<file path="config.mk">
export PLATFORM = sky130hd
export DESIGN_NAME = rv32_mod_bus_arbiter_flat
export DESIGN_NICKNAME = d
export VERILOG_FILES = /design/src/rtl/rv32_mod_bus_arbiter_if.sv /design/src/rtl/rv32_mod_bus_arbiter.sv /design/src/flat_wrapper.sv
export SDC_FILE = /design/constraint.sdc
export NUM_CORES = 1
export LEC_CHECK = 0
export CORE_AREA = 2 2 108 110
export CTS_CLUSTER_DIAMETER = 150
export DETAILED_ROUTE_END_ITERATION = 12
export DIE_AREA = 0 0 110 112
export PLACE_DENSITY = 0.81
export SYNTH_ARGS = -nofsm -noshare
export SYNTH_HDL_FRONTEND = slang
export SYNTH_SLANG_ARGS = --single-unit
export TNS_END_PERCENT = 20
</file>
<file path="constraint.sdc">
create_clock -name clk -period 6.6 [get_ports clk]
set_clock_uncertainty 0.05 [all_clocks]
set_input_delay 0.66 -clock clk [delete_from_list [all_inputs] [get_ports clk]]
set_output_delay 0.66 -clock clk [all_outputs]
set_load 0.02 [all_outputs]
</file>
<file path="src/rtl/rv32_mod_bus_arbiter_if.sv">
// ============================================================================
// rv32_mod_bus_arbiter_if : fetch, LSU and downstream memory bus bundle
// Revision: 1.0
// ============================================================================
`default_nettype none

interface rv32_mod_bus_arbiter_if;
  logic        instr_req;
  logic [31:0] instr_addr;
  logic        instr_ack;
  logic        instr_err;
  logic [31:0] instr_rdata;

  logic        data_req;
  logic        data_wr;
  logic [3:0]  data_be;
  logic [31:0] data_addr;
  logic [31:0] data_wdata;
  logic        data_ack;
  logic        data_err;
  logic [31:0] data_rdata;

  logic        mem_req;
  logic        mem_wr;
  logic [3:0]  mem_be;
  logic [31:0] mem_addr;
  logic [31:0] mem_wdata;
  logic        mem_ack;
  logic        mem_err;
  logic [31:0] mem_rdata;

  logic [1:0]  grant;
  logic        timeout;

  // Arbiter side
  modport slave (
    input  instr_req, instr_addr,
    output instr_ack, instr_err, instr_rdata,
    input  data_req, data_wr, data_be, data_addr, data_wdata,
    output data_ack, data_err, data_rdata,
    output mem_req, mem_wr, mem_be, mem_addr, mem_wdata,
    input  mem_ack, mem_err, mem_rdata,
    output grant, timeout
  );

  // Requester / memory side
  modport master (
    output instr_req, instr_addr,
    input  instr_ack, instr_err, instr_rdata,
    output data_req, data_wr, data_be, data_addr, data_wdata,
    input  data_ack, data_err, data_rdata,
    input  mem_req, mem_wr, mem_be, mem_addr, mem_wdata,
    output mem_ack, mem_err, mem_rdata,
    input  grant, timeout
  );
endinterface

`default_nettype wire

</file>
<file path="src/rtl/rv32_mod_bus_arbiter.sv">
// ============================================================================
// rv32_mod_bus_arbiter : fetch/LSU round-robin arbiter with bus timeout
// Revision: 1.0
// ============================================================================
`default_nettype none

module rv32_mod_bus_arbiter #(
  parameter int TIMEOUT_CYCLES = 255
) (
  input  logic                 clk,
  input  logic                 reset,
  rv32_mod_bus_arbiter_if.slave bus
);

  localparam int c_cnt_w = (TIMEOUT_CYCLES > 0) ? $clog2(TIMEOUT_CYCLES + 1) : 1;
  localparam logic [c_cnt_w-1:0] c_tmo_last =
    (TIMEOUT_CYCLES > 0) ? c_cnt_w'(TIMEOUT_CYCLES - 1) : '0;

  typedef enum logic [1:0] {
    IDLE  = 2'b00,
    GNT_I = 2'b01,
    GNT_D = 2'b10
  } state_t;

  state_t               r_state;
  state_t               w_state_nxt;
  logic                 r_last_d;
  logic [c_cnt_w-1:0]   r_cnt;
  logic                 r_mem_req;
  logic                 r_mem_wr;
  logic [3:0]           r_mem_be;
  logic [31:0]          r_mem_addr;
  logic [31:0]          r_mem_wdata;
  logic                 w_win_i;
  logic                 w_win_d;
  logic                 w_resp;
  logic                 w_tmo;
  logic                 w_done;

  always_ff @(posedge clk or posedge reset) begin
    if (reset) begin
      r_state <= IDLE;
    end else begin
      r_state <= w_state_nxt;
    end
  end

  always_comb begin
    w_state_nxt     = r_state;
    w_win_i         = 1'b0;
    w_win_d         = 1'b0;
    w_tmo           = 1'b0;
    w_done          = 1'b0;
    w_resp          = bus.mem_ack | bus.mem_err;
    bus.instr_ack   = 1'b0;
    bus.instr_err   = 1'b0;
    bus.instr_rdata = 32'h0;
    bus.data_ack    = 1'b0;
    bus.data_err    = 1'b0;
    bus.data_rdata  = 32'h0;
    bus.grant       = 2'b00;
    bus.timeout     = 1'b0;

    case (r_state)
      IDLE: begin
        // On a tie the requester that did not win last time goes first
        if (bus.instr_req && bus.data_req) begin
          w_win_i = r_last_d;
          w_win_d = ~r_last_d;
        end else begin
          w_win_i = bus.instr_req;
          w_win_d = bus.data_req;
        end
        if (w_win_i) begin
          w_state_nxt = GNT_I;
        end else if (w_win_d) begin
          w_state_nxt = GNT_D;
        end
      end

      GNT_I, GNT_D: begin
        w_tmo       = (TIMEOUT_CYCLES > 0) && !w_resp && (r_cnt == c_tmo_last);
        w_done      = w_resp | w_tmo;
        bus.timeout = w_tmo;
        if (r_state == GNT_I) begin
          bus.grant       = 2'b01;
          bus.instr_ack   = bus.mem_ack & ~bus.mem_err;
          bus.instr_err   = bus.mem_err | w_tmo;
          bus.instr_rdata = bus.mem_rdata;
        end else begin
          bus.grant       = 2'b10;
          bus.data_ack    = bus.mem_ack & ~bus.mem_err;
          bus.data_err    = bus.mem_err | w_tmo;
          bus.data_rdata  = bus.mem_rdata;
        end
        if (w_done) begin
          w_state_nxt = IDLE;
        end
      end

      default: w_state_nxt = IDLE;
    endcase
  end

  // Downstream request is captured at the grant edge and frozen until completion
  always_ff @(posedge clk or posedge reset) begin
    if (reset) begin
      r_mem_req   <= 1'b0;
      r_mem_wr    <= 1'b0;
      r_mem_be    <= 4'h0;
      r_mem_addr  <= 32'h0;
      r_mem_wdata <= 32'h0;
      r_cnt       <= '0;
      r_last_d    <= 1'b1;
    end else if (w_win_i) begin
      r_mem_req   <= 1'b1;
      r_mem_wr    <= 1'b0;
      r_mem_be    <= 4'hF;
      r_mem_addr  <= bus.instr_addr;
      r_mem_wdata <= 32'h0;
      r_cnt       <= '0;
      r_last_d    <= 1'b0;
    end else if (w_win_d) begin
      r_mem_req   <= 1'b1;
      r_mem_wr    <= bus.data_wr;
      r_mem_be    <= bus.data_be;
      r_mem_addr  <= bus.data_addr;
      r_mem_wdata <= bus.data_wdata;
      r_cnt       <= '0;
      r_last_d    <= 1'b1;
    end else if (w_done) begin
      r_mem_req   <= 1'b0;
    end else if (r_mem_req) begin
      r_cnt       <= r_cnt + 1'b1;
    end
  end

  assign bus.mem_req   = r_mem_req;
  assign bus.mem_wr    = r_mem_wr;
  assign bus.mem_be    = r_mem_be;
  assign bus.mem_addr  = r_mem_addr;
  assign bus.mem_wdata = r_mem_wdata;

endmodule

`default_nettype wire

</file>
<file path="src/flat_wrapper.sv">
// flat-port wrapper written by rule: the top's interface ports become plain ports
module rv32_mod_bus_arbiter_flat 
#(
  parameter int TIMEOUT_CYCLES = 255
)
  (clk, reset, bus_instr_req, bus_instr_addr, bus_instr_ack, bus_instr_err, bus_instr_rdata, bus_data_req, bus_data_wr, bus_data_be, bus_data_addr, bus_data_wdata, bus_data_ack, bus_data_err, bus_data_rdata, bus_mem_req, bus_mem_wr, bus_mem_be, bus_mem_addr, bus_mem_wdata, bus_mem_ack, bus_mem_err, bus_mem_rdata, bus_grant, bus_timeout);
  rv32_mod_bus_arbiter_if bus_i ();
  input  logic clk;
  input  logic reset;
  input wire logic [$bits(bus_i.instr_req)-1:0] bus_instr_req;
  input wire logic [$bits(bus_i.instr_addr)-1:0] bus_instr_addr;
  output wire logic [$bits(bus_i.instr_ack)-1:0] bus_instr_ack;
  output wire logic [$bits(bus_i.instr_err)-1:0] bus_instr_err;
  output wire logic [$bits(bus_i.instr_rdata)-1:0] bus_instr_rdata;
  input wire logic [$bits(bus_i.data_req)-1:0] bus_data_req;
  input wire logic [$bits(bus_i.data_wr)-1:0] bus_data_wr;
  input wire logic [$bits(bus_i.data_be)-1:0] bus_data_be;
  input wire logic [$bits(bus_i.data_addr)-1:0] bus_data_addr;
  input wire logic [$bits(bus_i.data_wdata)-1:0] bus_data_wdata;
  output wire logic [$bits(bus_i.data_ack)-1:0] bus_data_ack;
  output wire logic [$bits(bus_i.data_err)-1:0] bus_data_err;
  output wire logic [$bits(bus_i.data_rdata)-1:0] bus_data_rdata;
  output wire logic [$bits(bus_i.mem_req)-1:0] bus_mem_req;
  output wire logic [$bits(bus_i.mem_wr)-1:0] bus_mem_wr;
  output wire logic [$bits(bus_i.mem_be)-1:0] bus_mem_be;
  output wire logic [$bits(bus_i.mem_addr)-1:0] bus_mem_addr;
  output wire logic [$bits(bus_i.mem_wdata)-1:0] bus_mem_wdata;
  input wire logic [$bits(bus_i.mem_ack)-1:0] bus_mem_ack;
  input wire logic [$bits(bus_i.mem_err)-1:0] bus_mem_err;
  input wire logic [$bits(bus_i.mem_rdata)-1:0] bus_mem_rdata;
  output wire logic [$bits(bus_i.grant)-1:0] bus_grant;
  output wire logic [$bits(bus_i.timeout)-1:0] bus_timeout;
  assign bus_i.instr_req = bus_instr_req;
  assign bus_i.instr_addr = bus_instr_addr;
  assign bus_instr_ack = bus_i.instr_ack;
  assign bus_instr_err = bus_i.instr_err;
  assign bus_instr_rdata = bus_i.instr_rdata;
  assign bus_i.data_req = bus_data_req;
  assign bus_i.data_wr = bus_data_wr;
  assign bus_i.data_be = bus_data_be;
  assign bus_i.data_addr = bus_data_addr;
  assign bus_i.data_wdata = bus_data_wdata;
  assign bus_data_ack = bus_i.data_ack;
  assign bus_data_err = bus_i.data_err;
  assign bus_data_rdata = bus_i.data_rdata;
  assign bus_mem_req = bus_i.mem_req;
  assign bus_mem_wr = bus_i.mem_wr;
  assign bus_mem_be = bus_i.mem_be;
  assign bus_mem_addr = bus_i.mem_addr;
  assign bus_mem_wdata = bus_i.mem_wdata;
  assign bus_i.mem_ack = bus_mem_ack;
  assign bus_i.mem_err = bus_mem_err;
  assign bus_i.mem_rdata = bus_mem_rdata;
  assign bus_grant = bus_i.grant;
  assign bus_timeout = bus_i.timeout;
  rv32_mod_bus_arbiter #(.TIMEOUT_CYCLES(TIMEOUT_CYCLES)) u_core (.clk(clk), .reset(reset), .bus(bus_i));
endmodule
</file>
==> results of run 1 <==
## cell families after synthesis
| kind of cell | after synthesis | share of synthesized area |
|---|---|---|
| XOR/XNOR | 2 | 0.00449 |
| buffers and inverters | 36 | 0.0404 |
| AO/OA/AOI/OAI | 125 | 0.204 |
| flip-flops | 81 | 0.520 |
| adder cells (fa/ha/maj) | 5 | 0.0160 |
| AND/OR/NAND/NOR | 162 | 0.215 |
## routing by layer
metal	part of all wire	track usage	vias up
met5	0	0	-
met4	0.051	0.140	0
met3	0.098	0.0790	45
met2	0.50	0.379	205
met1	0.35	0.241	1911
li1	-	-	1947
## sequential cells by signal, summed over array words and instances, names as in the netlist
signal                flops
u_core.bus.mem_addr      32
u_core.bus.mem_be         4
u_core.bus.mem_req        1
u_core.bus.mem_wdata     32
u_core.bus.mem_wr         1
u_core.r_cnt              8
u_core.r_last_d           1
u_core.r_state            2
## cells in the mapped netlist, types with 2 or more instances
master                      n
sky130_fd_sc_hd__inv_1      8
sky130_fd_sc_hd__a21oi_1   40
sky130_fd_sc_hd__o31ai_1    2
sky130_fd_sc_hd__and2_1    65
sky130_fd_sc_hd__nand2_1   41
sky130_fd_sc_hd__or3_1      2
sky130_fd_sc_hd__a22o_1    34
sky130_fd_sc_hd__ha_1       5
sky130_fd_sc_hd__or4_1      2
sky130_fd_sc_hd__o21a_1     2
sky130_fd_sc_hd__o22a_1     4
sky130_fd_sc_hd__o22ai_1    2
sky130_fd_sc_hd__nor3b_1    3
sky130_fd_sc_hd__dfrtp_1   80
sky130_fd_sc_hd__buf_6      2
sky130_fd_sc_hd__o21ai_0   38
sky130_fd_sc_hd__nand3_1    3
sky130_fd_sc_hd__buf_2      6
sky130_fd_sc_hd__clkbuf_1  20
sky130_fd_sc_hd__nor2_1    37
## worst min-delay path, delay by kind of cell (launching register included)
kind | cells | cell delay [ns]
AO/OA/AOI/OAI | 1 | 0.06
flip-flops | 1 | 0.34
AND/OR/NAND/NOR | 1 | 0.04
## report_power, final
part,internal [µW],switching [µW]
Combinational,997,1150
Clock,447,203
Sequential,721,128
## how the worst min path moves through the flow
stage                                              startpoint                                  end  slack [ns]  depth (start not counted)
after floorplan                   u_core.r_last_d$_DFFE_PP1P_          u_core.r_last_d$_DFFE_PP1P_        0.44                          2
after global placement    u_core.bus.mem_addr[19]$_DFFE_PP0P_  u_core.bus.mem_addr[19]$_DFFE_PP0P_        0.41                          2
after detailed placement  u_core.bus.mem_addr[26]$_DFFE_PP0P_  u_core.bus.mem_addr[26]$_DFFE_PP0P_        0.42                          2
after CTS                 u_core.bus.mem_addr[26]$_DFFE_PP0P_  u_core.bus.mem_addr[26]$_DFFE_PP0P_        0.44                          2
after global routing      u_core.bus.mem_wdata[1]$_DFFE_PP0P_  u_core.bus.mem_wdata[1]$_DFFE_PP0P_        0.47                          1
final                     u_core.bus.mem_addr[27]$_DFFE_PP0P_  u_core.bus.mem_addr[27]$_DFFE_PP0P_        0.43                          2
## through the flow
stage	hold WS, ns	worst slack [ns]	area [µm²]	power, µW
global route	0.472	2.98	7200	3870
finish	0.431	3.25	7200	3650
global placement	0.412	3.67	6810	2960
CTS	0.437	3.25	7200	3670
floorplan	0.436	3.81	3900	2000
detailed placement	0.424	3.61	6810	3020
## cell type report
type / count / share of cell area
Sequential cell: 81 / 0.282
Multi-Input combinational cell: 294 / 0.240
Timing Repair Buffer: 285 / 0.394
Inverter: 8 / 0.00434
Antenna cell: 1 / 0.000348
Clock buffer: 9 / 0.0313
Clock inverter: 7 / 0.0231
Tap cell: 143 / 0.0249
==> impl_results.html, run 1 <==
<table>
<tr><th>Metric</th><th>Value</th></tr>
<tr><th colspan="2">Clock tree</th></tr>
<tr><td>Buffer depth of the longest clock path</td><td>2</td></tr>
<tr><td>H-tree levels</td><td>3</td></tr>
<tr><td>CTS tree</td><td>done</td></tr>
<tr><td>Clk sinks</td><td>81</td></tr>
<tr><td>Quantity of hold-fixing buffers added after cts</td><td>0</td></tr>
<tr><td>Clock-pin slew on the worst setup and hold paths</td><td>0.06 ns</td></tr>
<tr><td>Post-CTS Setup Repair Bufs</td><td>0</td></tr>
<tr><td>CTS buffer count</td><td>9</td></tr>
<tr><td>Number of gates resized after CTS</td><td>0</td></tr>
<tr><td>Clk_lat worst skew</td><td>0.33 ns</td></tr>
<tr><td>Clock tree root buffer cell</td><td>sky130_fd_sc_hd__clkbuf_16</td></tr>
<tr><th colspan="2">Floorplan</th></tr>
<tr><td>Area inside the core boundary</td><td>0.0112 mm²</td></tr>
<tr><td>Number of placed I/O pins</td><td>280</td></tr>
<tr><td>Initial Util</td><td>0.349</td></tr>
<tr><td>Std cell rows</td><td>39</td></tr>
<tr><td>Total die area</td><td>0.0123 mm²</td></tr>
<tr><td>Vert. Die Dim</td><td>112 µm</td></tr>
<tr><td>Width of the die</td><td>110 µm</td></tr>
<tr><th colspan="2">Synthesis</th></tr>
<tr><td>Yosys top cell by area</td><td>sky130_fd_sc_hd__dfrtp_1</td></tr>
<tr><td>Number of enable-type register cells in the synthesized netlist</td><td>0</td></tr>
<tr><td>Main flop type after synthesis</td><td>sky130_fd_sc_hd__dfrtp_1</td></tr>
<tr><td>Flip-flop and latch count after synthesis</td><td>81</td></tr>
<tr><td>Area share of the largest cell type after synthesis</td><td>0.513</td></tr>
<tr><td>Combined area of all synthesized cells</td><td>0.00390 mm²</td></tr>
<tr><td>Net count after synthesis</td><td>555</td></tr>
<tr><td>Post-synthesis instance total</td><td>411</td></tr>
<tr><td>Distinct cells, synth</td><td>35</td></tr>
<tr><td>Post-synthesis area per instance</td><td>9.49 µm²</td></tr>
<tr><td>Part of the Yosys area used for sequential elements</td><td>0.520</td></tr>
<tr><td>Share of synthesized registers carrying an async set or reset</td><td>1.00</td></tr>
<tr><td>Ranking of synthesized cells by area</td><td>sky130_fd_sc_hd__dfrtp_1 51%, sky130_fd_sc_hd__and2_1 10%, sky130_fd_sc_hd__a22o_1 7.6%, sky130_fd_sc_hd__a21oi_1 5.1%, sky130_fd_sc_hd__o21ai_0 4.9%</td></tr>
<tr><td>Yosys warns</td><td>0</td></tr>
<tr><th colspan="2">Setup path</th></tr>
<tr><td>CP startpoint</td><td>u_core.r_state[1]$_DFFE_PP0P_</td></tr>
<tr><td>Endpoint of the worst register-to-register path</td><td>u_core.bus.mem_addr[29]$_DFFE_PP0P_</td></tr>
<tr><td>Reg2Reg Setup Slack</td><td>4.42 ns</td></tr>
<tr><td>Critical path required time</td><td>5.89 ns</td></tr>
<tr><td>Endpoint kind of the worst setup timing path</td><td>output port</td></tr>
<tr><td>Worst setup path class</td><td>flop to output port</td></tr>
<tr><td>Crit path max-delay family</td><td>buffers and inverters</td></tr>
<tr><td>Number of buffer and inverter stages on the critical path</td><td>3</td></tr>
<tr><td>End point of the critical path</td><td>bus_data_rdata[12]</td></tr>
<tr><td>Crit. path cell count</td><td>6</td></tr>
<tr><td>Highest fanout seen on the critical path</td><td>36</td></tr>
<tr><td>R2r startpoint</td><td>u_core.r_state[1]$_DFFE_PP0P_</td></tr>
<tr><td>CP max-delay cell</td><td>sky130_fd_sc_hd__ha_1</td></tr>
<tr><td>Cells along the critical path</td><td>inv_1 -&gt; ha_1 -&gt; nor2b_1 -&gt; buf_4 -&gt; and2_1 -&gt; clkdlybuf4s50_1</td></tr>
<tr><td>CP Launch Type</td><td>flop</td></tr>
<tr><td>Signal arrival time at the worst endpoint</td><td>2.64 ns</td></tr>
<tr><td>Longest individual stage delay on the worst path</td><td>0.74 ns</td></tr>
<tr><td>Path depth of the worst reg2reg path</td><td>6</td></tr>
<tr><th colspan="2">Routing</th></tr>
<tr><td>1st-iter DRT viols</td><td>231</td></tr>
<tr><td>Vias post-DR</td><td>4108</td></tr>
<tr><td>Post-detailed-route wirelength per cell</td><td>16.8 µm</td></tr>
<tr><td>Overall routed net length</td><td>13900 µm</td></tr>
<tr><td>Number of optimization iterations in the first detailed-route pass</td><td>4</td></tr>
<tr><td>Number of nets with antenna violations after detailed routing</td><td>0</td></tr>
<tr><td>Post-detailed-route DRC marker count</td><td>0</td></tr>
<tr><td>Via count normalized by instance count</td><td>4.96</td></tr>
<tr><th colspan="2">Job</th></tr>
<tr><td>Number of max-cap violations</td><td>0</td></tr>
<tr><th colspan="2">Pwr</th></tr>
<tr><td>Power per Cell Area</td><td>507 mW/mm²</td></tr>
<tr><td>Peak VDD IR</td><td>274 µV</td></tr>
<tr><td>Leakage power</td><td>0.00298 µW</td></tr>
<tr><th colspan="2">Timing</th></tr>
<tr><td>Final-layout setup total negative slack</td><td>0 ns</td></tr>
<tr><td>Final Cycle Share</td><td>0.508</td></tr>
<tr><td>Top achievable clock speed</td><td>298 MHz</td></tr>
<tr><td>Final Hold Viols</td><td>0</td></tr>
<tr><td>Final setup violation count</td><td>0</td></tr>
<tr><td>Pin slew with the least headroom to its limit</td><td>0.886 ns</td></tr>
<tr><td>Setup repair after global routing missed its margin</td><td>no</td></tr>
<tr><td>Pins over their slew limit</td><td>0</td></tr>
<tr><td>Shortest period the worst path allows</td><td>3.35 ns</td></tr>
<tr><td>Headroom to the max-slew limit</td><td>0.410</td></tr>
<tr><th colspan="2">Layout</th></tr>
<tr><td>Most common library cell in the layout ignoring fill and taps</td><td>sky130_fd_sc_hd__clkdlybuf4s50_1</td></tr>
<tr><td>Fraction of layout instances using a drive strength above 1</td><td>0.0453</td></tr>
<tr><td>P&amp;R area growth vs syn</td><td>84.7%</td></tr>
<tr><td>Multi-input gate area in the final layout</td><td>0.00173 mm²</td></tr>
<tr><td>Final std cells w/o fill</td><td>828</td></tr>
<tr><td>Commonest cells after routing, fill and taps aside</td><td>279 x sky130_fd_sc_hd__clkdlybuf4s50_1, 80 x sky130_fd_sc_hd__dfrtp_1, 64 x sky130_fd_sc_hd__and2_1</td></tr>
<tr><td>FF+latch area</td><td>0.00203 mm²</td></tr>
<tr><td>Final layout net count</td><td>823</td></tr>
<tr><td>Filler Cells Inserted</td><td>898</td></tr>
<tr><td>Final core utilization</td><td>0.644</td></tr>
<tr><th colspan="2">Global route</th></tr>
<tr><td>Via count of the first global-routing pass</td><td>4112</td></tr>
<tr><td>Antenna violations before repair</td><td>1</td></tr>
<tr><td>Overall track demand over capacity in global routing</td><td>0.227</td></tr>
<tr><td>Wire length of the first global-routing pass</td><td>21300 µm</td></tr>
<tr><td>Largest net degree at the start of global routing</td><td>70</td></tr>
<tr><td>Total congestion overflow</td><td>0</td></tr>
<tr><th colspan="2">Place</th></tr>
<tr><td>Weighted congestion reported at the end of routability-driven placement</td><td>0.831</td></tr>
<tr><td>Placed instance count</td><td>811</td></tr>
<tr><td>Detailed Place HPWL</td><td>10600 µm</td></tr>
<tr><td>Port Buffers</td><td>279</td></tr>
<tr><th colspan="2">Outcome</th></tr>
<tr><td>Outcome</td><td>finished, final reports clean</td></tr>
<tr><th colspan="2">Min path</th></tr>
<tr><td>Tightest Hold Check Type</td><td>flop to flop</td></tr>
</table>
No activity file was read; power rests on OpenSTA's default activity.
==> run 2, diff against run 1 <==
CORE_AREA = unset   (was 2 2 108 110)
CORE_UTILIZATION = 32   (was unset)
DIE_AREA = unset   (was 0 0 110 112)
PLACE_DENSITY = 0.78   (was 0.81)
clock period = 2.82 ns   (was 6.6 ns; I/O delays follow)
==> run 2 against run 1 <==
- total power grew 130%
- non-clock buffer count grew 5
- critical path type unchanged
- clock power grew 77%
- utilization decreased by 2.9 points
- sequential power grew 130%
- clock-buffer cell count up 1
- global-route usage shrank 1.5 points
- largest power group unchanged
==> impl_results.html, run 2 (synthesized netlist as in run 1, its figures left out) <==
<table>
<tr><th>Metric</th><th>Value</th></tr>
<tr><th colspan="2">Routing</th></tr>
<tr><td>Overall routed net length</td><td>13300 µm</td></tr>
<tr><td>Number of nets with antenna violations after detailed routing</td><td>0</td></tr>
<tr><td>Post-detailed-route wirelength per cell</td><td>16.0 µm</td></tr>
<tr><td>Vias post-DR</td><td>4069</td></tr>
<tr><td>Via count normalized by instance count</td><td>4.88</td></tr>
<tr><td>Number of optimization iterations in the first detailed-route pass</td><td>5</td></tr>
<tr><td>Post-detailed-route DRC marker count</td><td>0</td></tr>
<tr><td>1st-iter DRT viols</td><td>191</td></tr>
<tr><th colspan="2">Timing</th></tr>
<tr><td>Shortest period the worst path allows</td><td>2.66 ns</td></tr>
<tr><td>Setup repair after global routing missed its margin</td><td>no</td></tr>
<tr><td>Least setup slack across all paths after layout</td><td>0.160 ns</td></tr>
<tr><td>Pins over their slew limit</td><td>0</td></tr>
<tr><td>Headroom to the max-slew limit</td><td>0.643</td></tr>
<tr><td>Top achievable clock speed</td><td>376 MHz</td></tr>
<tr><td>Final-layout setup total negative slack</td><td>0 ns</td></tr>
<tr><td>Final Hold Viols</td><td>0</td></tr>
<tr><td>Final setup violation count</td><td>0</td></tr>
<tr><td>Pin slew with the least headroom to its limit</td><td>0.535 ns</td></tr>
<tr><td>Final Cycle Share</td><td>0.943</td></tr>
<tr><th colspan="2">Clock tree</th></tr>
<tr><td>CTS buffer count</td><td>9</td></tr>
<tr><td>Number of gates resized after CTS</td><td>0</td></tr>
<tr><td>Quantity of hold-fixing buffers added after cts</td><td>0</td></tr>
<tr><td>Clk sinks</td><td>81</td></tr>
<tr><td>Clk_lat worst skew</td><td>0.32 ns</td></tr>
<tr><td>CTS tree</td><td>done</td></tr>
<tr><td>Clock tree root buffer cell</td><td>sky130_fd_sc_hd__clkbuf_16</td></tr>
<tr><td>Buffer depth of the longest clock path</td><td>2</td></tr>
<tr><td>Clock-pin slew on the worst setup and hold paths</td><td>0.06 ns</td></tr>
<tr><td>Post-CTS Setup Repair Bufs</td><td>0</td></tr>
<tr><td>H-tree levels</td><td>3</td></tr>
<tr><th colspan="2">Place</th></tr>
<tr><td>Weighted congestion reported at the end of routability-driven placement</td><td>0.926</td></tr>
<tr><td>Port Buffers</td><td>279</td></tr>
<tr><td>Detailed Place HPWL</td><td>10500 µm</td></tr>
<tr><td>Cell Area, Placed</td><td>0.00688 mm²</td></tr>
<tr><td>Pre-CTS setup slack</td><td>0.505 ns</td></tr>
<tr><th colspan="2">Setup path</th></tr>
<tr><td>CP Launch Type</td><td>flop</td></tr>
<tr><td>Endpoint of the worst register-to-register path</td><td>u_core.r_cnt[6]$_DFFE_PP0P_</td></tr>
<tr><td>CP startpoint</td><td>u_core.r_state[1]$_DFFE_PP0P_</td></tr>
<tr><td>Worst setup path class</td><td>flop to output port</td></tr>
<tr><td>Reg2Reg Setup Slack</td><td>0.81 ns</td></tr>
<tr><td>Critical path required time</td><td>2.49 ns</td></tr>
<tr><td>R2r startpoint</td><td>u_core.r_state[1]$_DFFE_PP0P_</td></tr>
<tr><td>Path depth of the worst reg2reg path</td><td>6</td></tr>
<tr><td>Highest fanout seen on the critical path</td><td>32</td></tr>
<tr><td>Signal arrival time at the worst endpoint</td><td>2.33 ns</td></tr>
<tr><td>Endpoint kind of the worst setup timing path</td><td>output port</td></tr>
<tr><td>End point of the critical path</td><td>bus_data_rdata[16]</td></tr>
<tr><th colspan="2">Layout</th></tr>
<tr><td>Fraction of layout instances using a drive strength above 1</td><td>0.0508</td></tr>
<tr><td>Commonest cells after routing, fill and taps aside</td><td>279 x sky130_fd_sc_hd__clkdlybuf4s50_1, 80 x sky130_fd_sc_hd__dfrtp_1, 64 x sky130_fd_sc_hd__and2_1</td></tr>
<tr><td>Most common library cell in the layout ignoring fill and taps</td><td>sky130_fd_sc_hd__clkdlybuf4s50_1</td></tr>
<tr><td>Final instance area</td><td>0.00717 mm²</td></tr>
<tr><td>P&amp;R area growth vs syn</td><td>84.0%</td></tr>
<tr><td>Filler Cells Inserted</td><td>976</td></tr>
<tr><td>Final layout net count</td><td>828</td></tr>
<tr><th colspan="2">Pwr</th></tr>
<tr><td>Peak VDD IR</td><td>504 µV</td></tr>
<tr><td>Power per Cell Area</td><td>1150 mW/mm²</td></tr>
<tr><td>Leakage power</td><td>0.00297 µW</td></tr>
<tr><td>Power Total</td><td>8220 µW</td></tr>
<tr><th colspan="2">Floorplan</th></tr>
<tr><td>Std cell rows</td><td>39</td></tr>
<tr><td>Number of placed I/O pins</td><td>280</td></tr>
<tr><td>Total die area</td><td>0.0126 mm²</td></tr>
<tr><td>Initial Util</td><td>0.334</td></tr>
<tr><td>Vert. Die Dim</td><td>112 µm</td></tr>
<tr><td>Width of the die</td><td>112 µm</td></tr>
<tr><td>Area inside the core boundary</td><td>0.0117 mm²</td></tr>
<tr><th colspan="2">Global route</th></tr>
<tr><td>Wire length of the first global-routing pass</td><td>20800 µm</td></tr>
<tr><td>Antenna violations before repair</td><td>1</td></tr>
<tr><td>Via count of the first global-routing pass</td><td>4130</td></tr>
<tr><td>Largest net degree at the start of global routing</td><td>67</td></tr>
<tr><td>Total congestion overflow</td><td>0</td></tr>
<tr><td>Overall track demand over capacity in global routing</td><td>0.212</td></tr>
<tr><th colspan="2">Job</th></tr>
<tr><td>Number of max-cap violations</td><td>0</td></tr>
<tr><th colspan="2">Min path</th></tr>
<tr><td>Tightest Hold Check Type</td><td>input port to asynchronous set/reset pin</td></tr>
<tr><th colspan="2">Outcome</th></tr>
<tr><td>Outcome</td><td>finished, final reports clean</td></tr>
</table>
## run 2: layout make-up
| class | instances | area (µm²) | area share |
|---|---|---|---|
| Timing Repair Buffer | 290 | 2900 | 0.404 |
| Multi-Input combinational cell | 294 | 1740 | 0.242 |
| Clock inverter | 6 | 67.6 | 0.00942 |
| Sequential cell | 81 | 2030 | 0.283 |
| Inverter | 8 | 31.3 | 0.00436 |
| Clock buffer | 10 | 229 | 0.0319 |
| Antenna cell | 1 | 2.50 | 0.000349 |
| Tap cell | 143 | 179 | 0.0249 |
## run 2: critical path: stages (launching register included)
cell	delay (ns)
sky130_fd_sc_hd__dfrtp_1	0.36
sky130_fd_sc_hd__inv_1	0.08
sky130_fd_sc_hd__ha_1	0.37
sky130_fd_sc_hd__nor2b_1	0.15
sky130_fd_sc_hd__buf_4	0.26
sky130_fd_sc_hd__and2_1	0.18
sky130_fd_sc_hd__clkdlybuf4s50_1	0.61
## run 2: power breakdown
| group | switching [µW] | internal, µW |
|---|---|---|
| clock | 461 | 689 |
| sequential | 295 | 1690 |
| combinational | 2690 | 2400 |
## run 2: worst min-delay path by stage
stage	startpoint	to	slack, ns
4_1_cts	reset	u_core.bus.mem_wdata[8]$_DFFE_PP0P_	0.27
2_1_floorplan	bus_data_be[0]	u_core.bus.mem_be[0]$_DFFE_PP0P_	0.36
5_1_grt	reset	u_core.bus.mem_wdata[0]$_DFFE_PP0P_	0.30
3_3_place_gp	u_core.bus.mem_addr[23]$_DFFE_PP0P_	u_core.bus.mem_addr[23]$_DFFE_PP0P_	0.41
3_5_place_dp	u_core.bus.mem_addr[23]$_DFFE_PP0P_	u_core.bus.mem_addr[23]$_DFFE_PP0P_	0.42
6_report	reset	u_core.bus.mem_wdata[0]$_DFFE_PP0P_	0.25
## run 2: metal layers
| metal | up-vias | share of wire | global-route usage |
|---|---|---|---|
| met5 | - | 0 | 0 |
| met1 | 1897 | 0.37 | 0.223 |
| met4 | 0 | 0.021 | 0.0809 |
| met3 | 24 | 0.073 | 0.0562 |
| li1 | 1949 | - | - |
| met2 | 199 | 0.54 | 0.402 |
## run 2: per-stage QoR
stage          cells   util  hold WS [ns]
3_5_place_dp     816  0.590         0.420
4_1_cts          832  0.615         0.269
3_3_place_gp     816  0.590         0.415
5_1_grt          833  0.615         0.305
2_1_floorplan    411      -         0.358
6_report         833  0.615         0.247
